**src/rtl/cv32e40p_alu_tmr_ctrl_if.sv**
```systemverilog
// Bundle between the EX-stage ALU replicas and the TMR fault controller.
// master = EX side (drives replica outputs), slave = controller (drives status).
interface cv32e40p_alu_tmr_ctrl_if #(
  parameter int CNT_W = 4
);
  logic                 alu_valid;
  logic [95:0]          alu_result;
  logic [2:0]           alu_cmp;
  logic                 clear_cnt;
  logic [2:0]           replica_mask;
  logic                 mismatch;
  logic                 retry;
  logic                 stall;
  logic                 fatal;
  logic [3*CNT_W-1:0]   err_cnt;

  modport master (
    output alu_valid, alu_result, alu_cmp, clear_cnt,
    input  replica_mask, mismatch, retry, stall, fatal, err_cnt
  );

  modport slave (
    input  alu_valid, alu_result, alu_cmp, clear_cnt,
    output replica_mask, mismatch, retry, stall, fatal, err_cnt
  );
endinterface

```
**src/rtl/cv32e40p_alu_tmr_ctrl.sv**
```systemverilog
// Fault controller for the triplicated EX ALU: votes, counts, masks, retries.
// Ports: clk, rst_n (sync, active low), bus (slave: replica in, status out).
module cv32e40p_alu_tmr_ctrl #(
  parameter int CNT_W        = 4,
  parameter int FAULT_THRESH = 8,
  parameter int MAX_RETRY    = 2
) (
  input logic                    clk,
  input logic                    rst_n,
  cv32e40p_alu_tmr_ctrl_if.slave bus
);

  localparam int RW = (MAX_RETRY < 1) ? 1 : $clog2(MAX_RETRY + 1);
  localparam logic [CNT_W-1:0] CMAX = '1;
  localparam logic [CNT_W-1:0] THR  = CNT_W'(FAULT_THRESH);
  localparam logic [RW-1:0]    RMAX = RW'(MAX_RETRY);

  typedef enum logic [1:0] {
    IDLE,
    RETRY,
    FAIL
  } state_e;

  state_e           state_q, state_d;
  logic [2:0]       mask_q, mask_d;
  logic [CNT_W-1:0] cnt_q [3];
  logic [CNT_W-1:0] cnt_d [3];
  logic [RW-1:0]    rcnt_q, rcnt_d;
  logic             mis_q, mis_d;
  logic             ret_q, ret_d;

  logic [32:0] w0, w1, w2;
  logic        eq01, eq02, eq12;
  logic        agree, single, nomaj;
  logic [1:0]  k;
  logic [CNT_W-1:0] inc;

  assign w0 = {bus.alu_cmp[0], bus.alu_result[31:0]};
  assign w1 = {bus.alu_cmp[1], bus.alu_result[63:32]};
  assign w2 = {bus.alu_cmp[2], bus.alu_result[95:64]};

  assign eq01 = (w0 == w1);
  assign eq02 = (w0 == w2);
  assign eq12 = (w1 == w2);

  // Vote only among unmasked replicas; with one masked, a
  // disagreement of the surviving pair has no majority.
  always_comb begin
    agree  = 1'b0;
    single = 1'b0;
    k      = 2'd0;
    unique case (mask_q)
      3'b000: begin
        agree = eq01 & eq02;
        unique case (1'b1)
          (eq12 & !eq01): begin
            single = 1'b1;
            k      = 2'd0;
          end
          (eq02 & !eq01): begin
            single = 1'b1;
            k      = 2'd1;
          end
          (eq01 & !eq02): begin
            single = 1'b1;
            k      = 2'd2;
          end
          default: ;
        endcase
      end
      3'b001:  agree = eq12;
      3'b010:  agree = eq02;
      3'b100:  agree = eq01;
      default: agree = 1'b1;
    endcase
  end

  assign nomaj = !agree & !single;

  always_comb begin
    state_d = state_q;
    mask_d  = mask_q;
    cnt_d   = cnt_q;
    rcnt_d  = rcnt_q;
    mis_d   = 1'b0;
    ret_d   = 1'b0;
    inc     = cnt_q[k];
    if (state_q == FAIL) begin
      mis_d = mis_q;
      ret_d = ret_q;
    end else begin
      if (bus.clear_cnt) begin
        for (int i = 0; i < 3; i++) cnt_d[i] = '0;
      end
      if (bus.alu_valid) begin
        unique case (1'b1)
          agree: begin
            if (state_q == RETRY) begin
              state_d = IDLE;
              rcnt_d  = '0;
            end
          end
          single: begin
            mis_d   = 1'b1;
            state_d = IDLE;
            rcnt_d  = '0;
            // A same-cycle clear suppresses both the increment
            // and any mask decision it would have triggered.
            if (!bus.clear_cnt) begin
              if (cnt_q[k] != CMAX) inc = cnt_q[k] + CNT_W'(1);
              cnt_d[k] = inc;
              if (inc == THR && !mask_q[k]) begin
                if (mask_q != 3'b000) state_d = FAIL;
                else mask_d[k] = 1'b1;
              end
            end
          end
          nomaj: begin
            if (state_q == IDLE) begin
              ret_d   = 1'b1;
              rcnt_d  = RW'(1);
              state_d = RETRY;
            end else if (rcnt_q < RMAX) begin
              ret_d  = 1'b1;
              rcnt_d = rcnt_q + RW'(1);
            end else begin
              state_d = FAIL;
            end
          end
          default: ;
        endcase
      end
    end
  end

  always_ff @(posedge clk) begin
    if (!rst_n) begin
      state_q <= IDLE;
      mask_q  <= '0;
      rcnt_q  <= '0;
      mis_q   <= 1'b0;
      ret_q   <= 1'b0;
      for (int i = 0; i < 3; i++) cnt_q[i] <= '0;
    end else begin
      state_q <= state_d;
      mask_q  <= mask_d;
      rcnt_q  <= rcnt_d;
      mis_q   <= mis_d;
      ret_q   <= ret_d;
      for (int i = 0; i < 3; i++) cnt_q[i] <= cnt_d[i];
    end
  end

  assign bus.replica_mask = mask_q;
  assign bus.mismatch     = mis_q;
  assign bus.retry        = ret_q;
  assign bus.stall        = (state_q != IDLE);
  assign bus.fatal        = (state_q == FAIL);
  assign bus.err_cnt      = {cnt_q[2], cnt_q[1], cnt_q[0]};

endmodule

```
**src/flat_wrapper.sv**
```systemverilog
// flat-port wrapper written by rule: the top's interface ports become plain ports
module cv32e40p_alu_tmr_ctrl_flat 
#(
  parameter int CNT_W        = 4,
  parameter int FAULT_THRESH = 8,
  parameter int MAX_RETRY    = 2
)
  (clk, rst_n, bus_alu_valid, bus_alu_result, bus_alu_cmp, bus_clear_cnt, bus_replica_mask, bus_mismatch, bus_retry, bus_stall, bus_fatal, bus_err_cnt);
  cv32e40p_alu_tmr_ctrl_if #(.CNT_W(CNT_W)) bus_i ();
  input logic clk;
  input logic rst_n;
  input wire logic [$bits(bus_i.alu_valid)-1:0] bus_alu_valid;
  input wire logic [$bits(bus_i.alu_result)-1:0] bus_alu_result;
  input wire logic [$bits(bus_i.alu_cmp)-1:0] bus_alu_cmp;
  input wire logic [$bits(bus_i.clear_cnt)-1:0] bus_clear_cnt;
  output wire logic [$bits(bus_i.replica_mask)-1:0] bus_replica_mask;
  output wire logic [$bits(bus_i.mismatch)-1:0] bus_mismatch;
  output wire logic [$bits(bus_i.retry)-1:0] bus_retry;
  output wire logic [$bits(bus_i.stall)-1:0] bus_stall;
  output wire logic [$bits(bus_i.fatal)-1:0] bus_fatal;
  output wire logic [$bits(bus_i.err_cnt)-1:0] bus_err_cnt;
  assign bus_i.alu_valid = bus_alu_valid;
  assign bus_i.alu_result = bus_alu_result;
  assign bus_i.alu_cmp = bus_alu_cmp;
  assign bus_i.clear_cnt = bus_clear_cnt;
  assign bus_replica_mask = bus_i.replica_mask;
  assign bus_mismatch = bus_i.mismatch;
  assign bus_retry = bus_i.retry;
  assign bus_stall = bus_i.stall;
  assign bus_fatal = bus_i.fatal;
  assign bus_err_cnt = bus_i.err_cnt;
  cv32e40p_alu_tmr_ctrl #(.CNT_W(CNT_W), .FAULT_THRESH(FAULT_THRESH), .MAX_RETRY(MAX_RETRY)) u_core (.clk(clk), .rst_n(rst_n), .bus(bus_i));
endmodule
```
**config.mk**
```make
export PLATFORM = sky130hd
export DESIGN_NAME = cv32e40p_alu_tmr_ctrl_flat
export DESIGN_NICKNAME = d
export VERILOG_FILES = /design/src/rtl/cv32e40p_alu_tmr_ctrl_if.sv /design/src/rtl/cv32e40p_alu_tmr_ctrl.sv /design/src/flat_wrapper.sv
export SDC_FILE = /design/constraint.sdc
export NUM_CORES = 1
export LEC_CHECK = 0
export ABC_CLOCK_PERIOD_IN_PS = 3600
export BUFFER_PORTS_ARGS = -buffer_cell sky130_fd_sc_hd__buf_2
export CELL_PAD_IN_SITES_DETAIL_PLACEMENT = 2
export CELL_PAD_IN_SITES_GLOBAL_PLACEMENT = 2
export CORE_ASPECT_RATIO = 0.9
export CORE_MARGIN = 2
export CORE_UTILIZATION = 24
export DETAILED_ROUTE_END_ITERATION = 10
export GPL_TIMING_DRIVEN = 0
export PLACE_DENSITY_LB_ADDON = 0.1
export REMOVE_ABC_BUFFERS = 1
export SETUP_SLACK_MARGIN = 0.1
export SKIP_LAST_GASP = 1
export SLEW_MARGIN = 20
export SYNTH_ARGS = -nofsm -noshare
export SYNTH_HDL_FRONTEND = slang
export SYNTH_SLANG_ARGS = --single-unit
```
**constraint.sdc**
```tcl
create_clock -name clk -period 3.6 [get_ports clk]
set_input_delay 0.36 -clock clk [delete_from_list [all_inputs] [get_ports clk]]
set_output_delay 0.36 -clock clk [all_outputs]
set_load 0.02 [all_outputs]
```
==> results of run 1 <==
worst min path at each step:
| stage | to | slack [ns] | depth (start not counted) |
|---|---|---|---|
| after floorplan | u_core.rcnt_q[0] | 0.47 | 1 |
| after global placement | u_core.bus.retry | 0.44 | 2 |
| after detailed placement | u_core.bus.retry | 0.46 | 2 |
| after CTS | u_core.bus.replica_mask[2] | 0.42 | 2 |
| after global routing | u_core.bus.replica_mask[0] | 0.42 | 2 |
| final | u_core.state_q[0] | 0.42 | 2 |
layout make-up:
class | count | area (sq um) | area share, %
multi-input combinational | 236 | 1810 | 58.3
timing repair buffer | 121 | 606 | 19.5
sequential | 21 | 420 | 13.5
tap | 122 | 153 | 4.92
inverter | 18 | 67.6 | 2.18
clock buffer | 3 | 41.3 | 1.33
clock inverter | 1 | 7.51 | 0.242
metal layers:
metal / share of wire, % / routed length (um)
met4: 0.32 / 28
met3: 4.7 / 413
met5: 0 / 0
met2: 45 / 3940
met1: 50 / 4340
repair_timing:
action                                  CTS  global route
endpoints found under the hold margin     0             0
endpoints found under the setup margin    3             5
pin swaps                                 0             1
hold buffers                              0             0
gates resized for setup                   2             8
cloned                                    0             0
cells in the mapped netlist, drive strengths merged, types with 2 or more instances:
cell	count
a21boi	2
a21oi	3
a221oi	2
a22oi	5
a311oi	2
a31oi	3
and2	2
and3	2
clkbuf	3
dfxtp	21
ha	3
inv	17
nand2	12
nand2b	5
nand3	5
nand4	25
nor2	9
nor2b	5
nor3	10
nor4	3
o21a	6
o21ai	8
o22ai	9
o2bb2ai	3
o32ai	2
or2	2
or3	3
xnor2	93
xor2	6
through the flow:
step                area [sq um]  hold WS (ns)  setup WS (ns)  power [mW]  utilization (%)
floorplan                   2260         0.470          0.693       0.370                -
global placement            3020         0.442         -0.280       0.493             32.9
detailed placement          3020         0.461         -0.353       0.498             32.9
CTS                         3070         0.421          0.113       0.675             33.5
global route                3100         0.424         0.0988       0.705             33.9
finish                      3100         0.421          0.385       0.663             33.9
power by group through the flow:
| stage | clock network [mW] | logic (mW) | registers, mW |
|---|---|---|---|
| final | 0.170 | 0.254 | 0.239 |
| after global routing | 0.185 | 0.279 | 0.240 |
| after CTS | 0.180 | 0.255 | 0.239 |
| after detailed placement | 0 | 0.253 | 0.245 |
| after global placement | 0 | 0.249 | 0.245 |
| after floorplan | 0 | 0.126 | 0.245 |
kinds of logic (layout without fill, tap and decap cells):
group	count (synthesis)	count (layout)	share of synthesized area [%]
compound gates	47	47	15.6
simple gates	86	86	22.1
xor+xnor	99	99	38.2
fa+ha+maj	4	4	2.10
buf+inv	21	143	3.47
flops	21	21	18.5
registers in the layout (all words and copies together), names as in the netlist:
name / count
u_core.bus.err_cnt: 12
u_core.bus.mismatch: 1
u_core.bus.replica_mask: 3
u_core.bus.retry: 1
u_core.rcnt_q: 2
u_core.state_q: 2
==> run_results.csv, run 1 <==
group,metric,value,unit
layout,final_common_cell,"buf_2",
clock_network,cts_setup_buffers,0,
floorplan,ios,122,
yosys,yosysSeqAreaShare,18.5,%
timing,final_hold_viol_count,0,
placed_design,dp_hpwl,7730,um
pwr,pwr-share-clk,25.6,%
timing,max_freq,311,MHz
grt,grt_overflow_total,0,
layout,final_cell_mix,"buf_2 (121), xnor2_1 (93), nand4_1 (25), dfxtp_1 (21), inv_1 (17)",
yosys,synthCells,278,
timing,finalSetupViolations,0,
timing,period_needed,3.21,ns
layout,antennaDiodeCount,0,
critical_path,r2r_end,"u_core.bus.err_cnt[8]",
clock_network,cts_tree,"built",
clock_network,clkLatencyLatePin,0.27,ns
layout,final_cell_count_no_fill,522,
placed_design,placedCellCount,518,
critical_path,rrSetupSlack,1.31,ns
clock_network,cts_buffers,3,
status,outcome,"finished, final reports clean",
layout,drive_gt1_share,36.0,%
yosys,yosys_warnings,0,
yosys,synth-async-reset-ratio,0,%
critical_path,max_stage_delay,0.46,ns
grt,grt_pass1_wl,14000,um
yosys,avgSynthCellArea,8.16,sq um
grt,antenna_found_initial,0,
placed_design,gp_congestion,0.800,
route,drt_iter0_markers,21,
yosys,ys_top_cells_by_area,"xnor2_1 (36%), dfxtp_1 (19%), nand4_1 (6.9%)",
route,routed_wl,8720,um
critical_path,crit_end,"u_core.bus.replica_mask[1]",
route,wl_per_cell,16.7,um
timing,tightest_slew,0.656,ns
grt,gr-usage-met2,29.8,%
layout,fillers,1121,
critical_path,crit_family,"simple AND/OR/NAND/NOR gates",
pwr,power.switching,221,uW
min_path,hp-start,"rst_n",
pwr,powerDensity,213,nW/um^2
yosys,yosysTopAreaCell,"xnor2_1",
grt,grt_max_degree,14,
grt,grt.busiest_layer,"met2",
yosys,syn_area,2270,sq um
critical_path,cp.buffers_inverters,1,
pwr,sequentialPowerShare,36.1,%
critical_path,crit_required,3.82,ns
critical_path,worstPathCellList,"buf_2 -> xnor2_1 -> nand4_1 -> nor4_4 -> and3_1 -> ha_2 -> nor2b_4 -> a22oi_1 -> o2bb2ai_1 -> and2_1 -> nand2_1 -> or4_1 -> nor3_1 -> o21a_1",
route,vias_per_cell,4.68,
critical_path,cp.arrival,3.44,ns
floorplan,die-area,10300,sq um
critical_path,cp.depth,14,
critical_path,cp_slowest_cell,"or4_1",
timing,fin_worst_skew,0.00204,ns
pwr,comb_power_share,38.3,%
clock_network,cts_htree_levels,1,
timing,tns,0,ns
placed_design,io_buffers,121,
pwr,switching_share,33.3,%
grt,grtUsageTotal,17.7,%
yosys,yosysTopAreaCellShare,35.9,%
floorplan,fp.coreArea,9170,sq um
grt,grt_pass1_vias,2678,
yosys,ys_seq_elements,21,
route,final_antenna_net_count,0,
pwr,irDropWorstVdd,0.118,mV
floorplan,die_h,96.3,um
route,route.detailed.drc,0,
floorplan,die_w,107,um
critical_path,worstRegToRegCells,8,
route,first_pass_iters,4,
clock_network,clk_pin_slew,0.09,ns
pwr,p_int,442,uW
clock_network,cts_sinks,21,
critical_path,end_kind,"register",
critical_path,reg2reg_from,"u_core.bus.replica_mask[0]",
grt,use_met1,25.0,%
critical_path,crit_path_start_kind,"input port",
min_path,hp-class,"input port to register",
timing,rsz0062_at_grt,"false",
clock_network,clockBufferDepth,2,
critical_path,crit_start,"bus_alu_result[86]",
floorplan,row_count,33,
critical_path,worst-setup-path-type,"input port to register",
pwr,power_leakage,1.18,nW
floorplan,initial_utilization,24.8,%
route,via_count,2442,
yosys,synth-edff-count,0,
timing,slew_headroom,56.3,%
timing,maxSlewViolCount,0,
yosys,synth_flop_cell,"dfxtp_1",
grt,use_met3,2.98,%
timing,fin_crit_sh,89.3,%
layout,fin_nets,507,
run,cap_viol_max_count,0,
layout,synthToLayoutAreaGrowth,36.8,%
critical_path,path_max_fanout,5,
yosys,yosysUniqueCellTypes,46,
clock_network,cts-root-buf,"clkbuf_8",
Note: power is estimated with default switching activity, not from simulation.
==> inputs of run 2 (changes only) <==
PLACE_DENSITY = 0.79   (was default)
PLACE_DENSITY_LB_ADDON = default   (was 0.1)
TNS_END_PERCENT = 5   (was default)
==> run_results.csv, run 2 (same netlist as run 1, synthesis figures left out) <==
group,metric,value,unit
route,final_antenna_net_count,0,
floorplan,row_count,33,
clock_network,cts_tree,"built",
min_path,hp-class,"input port to register",
route,first_pass_iters,4,
grt,grt_max_degree,13,
grt,grt_pass1_wl,14600,um
status,outcome,"finished, final reports clean",
timing,final_hold_viol_count,0,
timing,max_freq,307,MHz
layout,drive_gt1_share,36.3,%
floorplan,die-area,10300,sq um
timing,tightest_slew,0.765,ns
floorplan,die_w,107,um
pwr,powerDensity,210,nW/um^2
floorplan,ios,122,
grt,grt_overflow_total,0,
grt,grtUsageTotal,18.4,%
pwr,p_total,653,uW
timing,fin_crit_sh,90.4,%
route,wl_per_cell,17.6,um
timing,rsz0062_at_grt,"false",
layout,synthToLayoutAreaGrowth,37.0,%
route,drt_iter0_markers,52,
layout,final_cell_mix,"buf_2 (121), xnor2_1 (92), nand4_1 (25), dfxtp_1 (21), inv_1 (17)",
layout,final_common_cell,"buf_2",
critical_path,worst-setup-path-type,"input port to register",
layout,largest_reg_flops,12,
route,via_count,2480,
pwr,power_leakage,1.19,nW
clock_network,cts_htree_levels,1,
pwr,irDropWorstVdd,0.128,mV
placed_design,placedCellCount,518,
timing,fin_hold_ws,0.448,ns
layout,fin_nets,507,
layout,final_area,3110,sq um
timing,finalSetupViolations,0,
critical_path,crit_required,3.81,ns
route,vias_per_cell,4.75,
clock_network,postCtsHoldBufs,0,
timing,slew_headroom,49.0,%
critical_path,cp.arrival,3.47,ns
layout,antennaDiodeCount,0,
layout,post-route-util,33.9,%
clock_network,cts-root-buf,"clkbuf_8",
clock_network,clockBufferDepth,2,
placed_design,dpl_cell_area,3020,sq um
run,cap_viol_max_count,0,
timing,maxSlewViolCount,0,
clock_network,clk_pin_slew,0.08,ns
floorplan,initial_utilization,24.8,%
route,routed_wl,9180,um
floorplan,die_h,96.3,um
placed_design,io_buffers,121,
grt,antenna_found_initial,0,
floorplan,fp.coreArea,9170,sq um
critical_path,end_kind,"register",
placed_design,dp_hpwl,8070,um
clock_network,clkLatencyLatePin,0.26,ns
placed_design,gp_congestion,0.836,
critical_path,path_max_fanout,5,
clock_network,cts_buffers,3,
layout,final_cell_count_no_fill,522,
timing,fin_worst_skew,0.00215,ns
grt,grt_pass1_vias,2798,
critical_path,crit_path_start_kind,"input port",
clock_network,cts_sinks,21,
timing,period_needed,3.25,ns
route,route.detailed.drc,0,
==> run 2: report_power, final <==
part | leakage, nW | switching, mW | internal [mW]
Combinational | 0.990 | 0.128 | 0.128
Clock | 0.0255 | 0.0802 | 0.0772
Sequential | 0.170 | 0.00352 | 0.236
Total | 1.19 | 0.212 | 0.441
==> run 2: timing repair <==
action,CTS,global route
setup buffers,0,0
resized for setup,3,8
setup endpoints to repair,3,3
==> run 2: metrics by stage <==
| stage | setup TNS, ns | setup slack [ns] |
|---|---|---|
| 5_1_grt | 0 | 0.118 |
| 3_5_place_dp | -1.24 | -0.403 |
| 2_1_floorplan | 0 | 0.693 |
| 3_3_place_gp | -0.678 | -0.245 |
| 4_1_cts | 0 | 0.107 |
| 6_report | 0 | 0.345 |
==> run 2: worst max-delay path: stages <==
cell and delay [ns]:
buf_2 0.13, xnor2_2 0.25, nand4_1 0.22, nor4_2 0.28
and3_2 0.30, ha_2 0.28, nor2b_4 0.25, a22oi_1 0.12
o2bb2ai_1 0.18, and2_1 0.20, nand2_1 0.10, or4_1 0.47
nor3_1 0.20, o21a_1 0.14
==> run 2: area by class of cell <==
cell class / instances / area, sq um
sequential: 21 / 420
clock inverter: 1 / 5.00
clock buffer: 3 / 41.3
multi-input combinational: 236 / 1820
tap: 122 / 153
inverter: 18 / 67.6
timing repair buffer: 121 / 606
fill: 1111 / 6060
==> run 2: final timing paths <==
| kind | slack [ns] | cells past startpoint | startpoint | end |
|---|---|---|---|---|
| max | 0.35 | 14 | bus_alu_result[7] | u_core.bus.replica_mask[2] |
| min reg2reg | 0.47 | 2 | u_core.bus.retry | u_core.bus.retry |
| min | 0.45 | 2 | rst_n | u_core.state_q[0] |
| max reg2reg | 1.27 | 6 | u_core.bus.replica_mask[0] | u_core.rcnt_q[0] |
==> run 2: per-layer routing <==
metal	vias to the layer above	wire (um)	global-route usage, %	share of wire, %
li1	1223	-	-	-
met1	1199	4090	22.3	45
met2	54	4750	35.8	52
met3	4	313	2.64	3.4
met4	0	23	1.52	0.25
met5	-	0	0	0
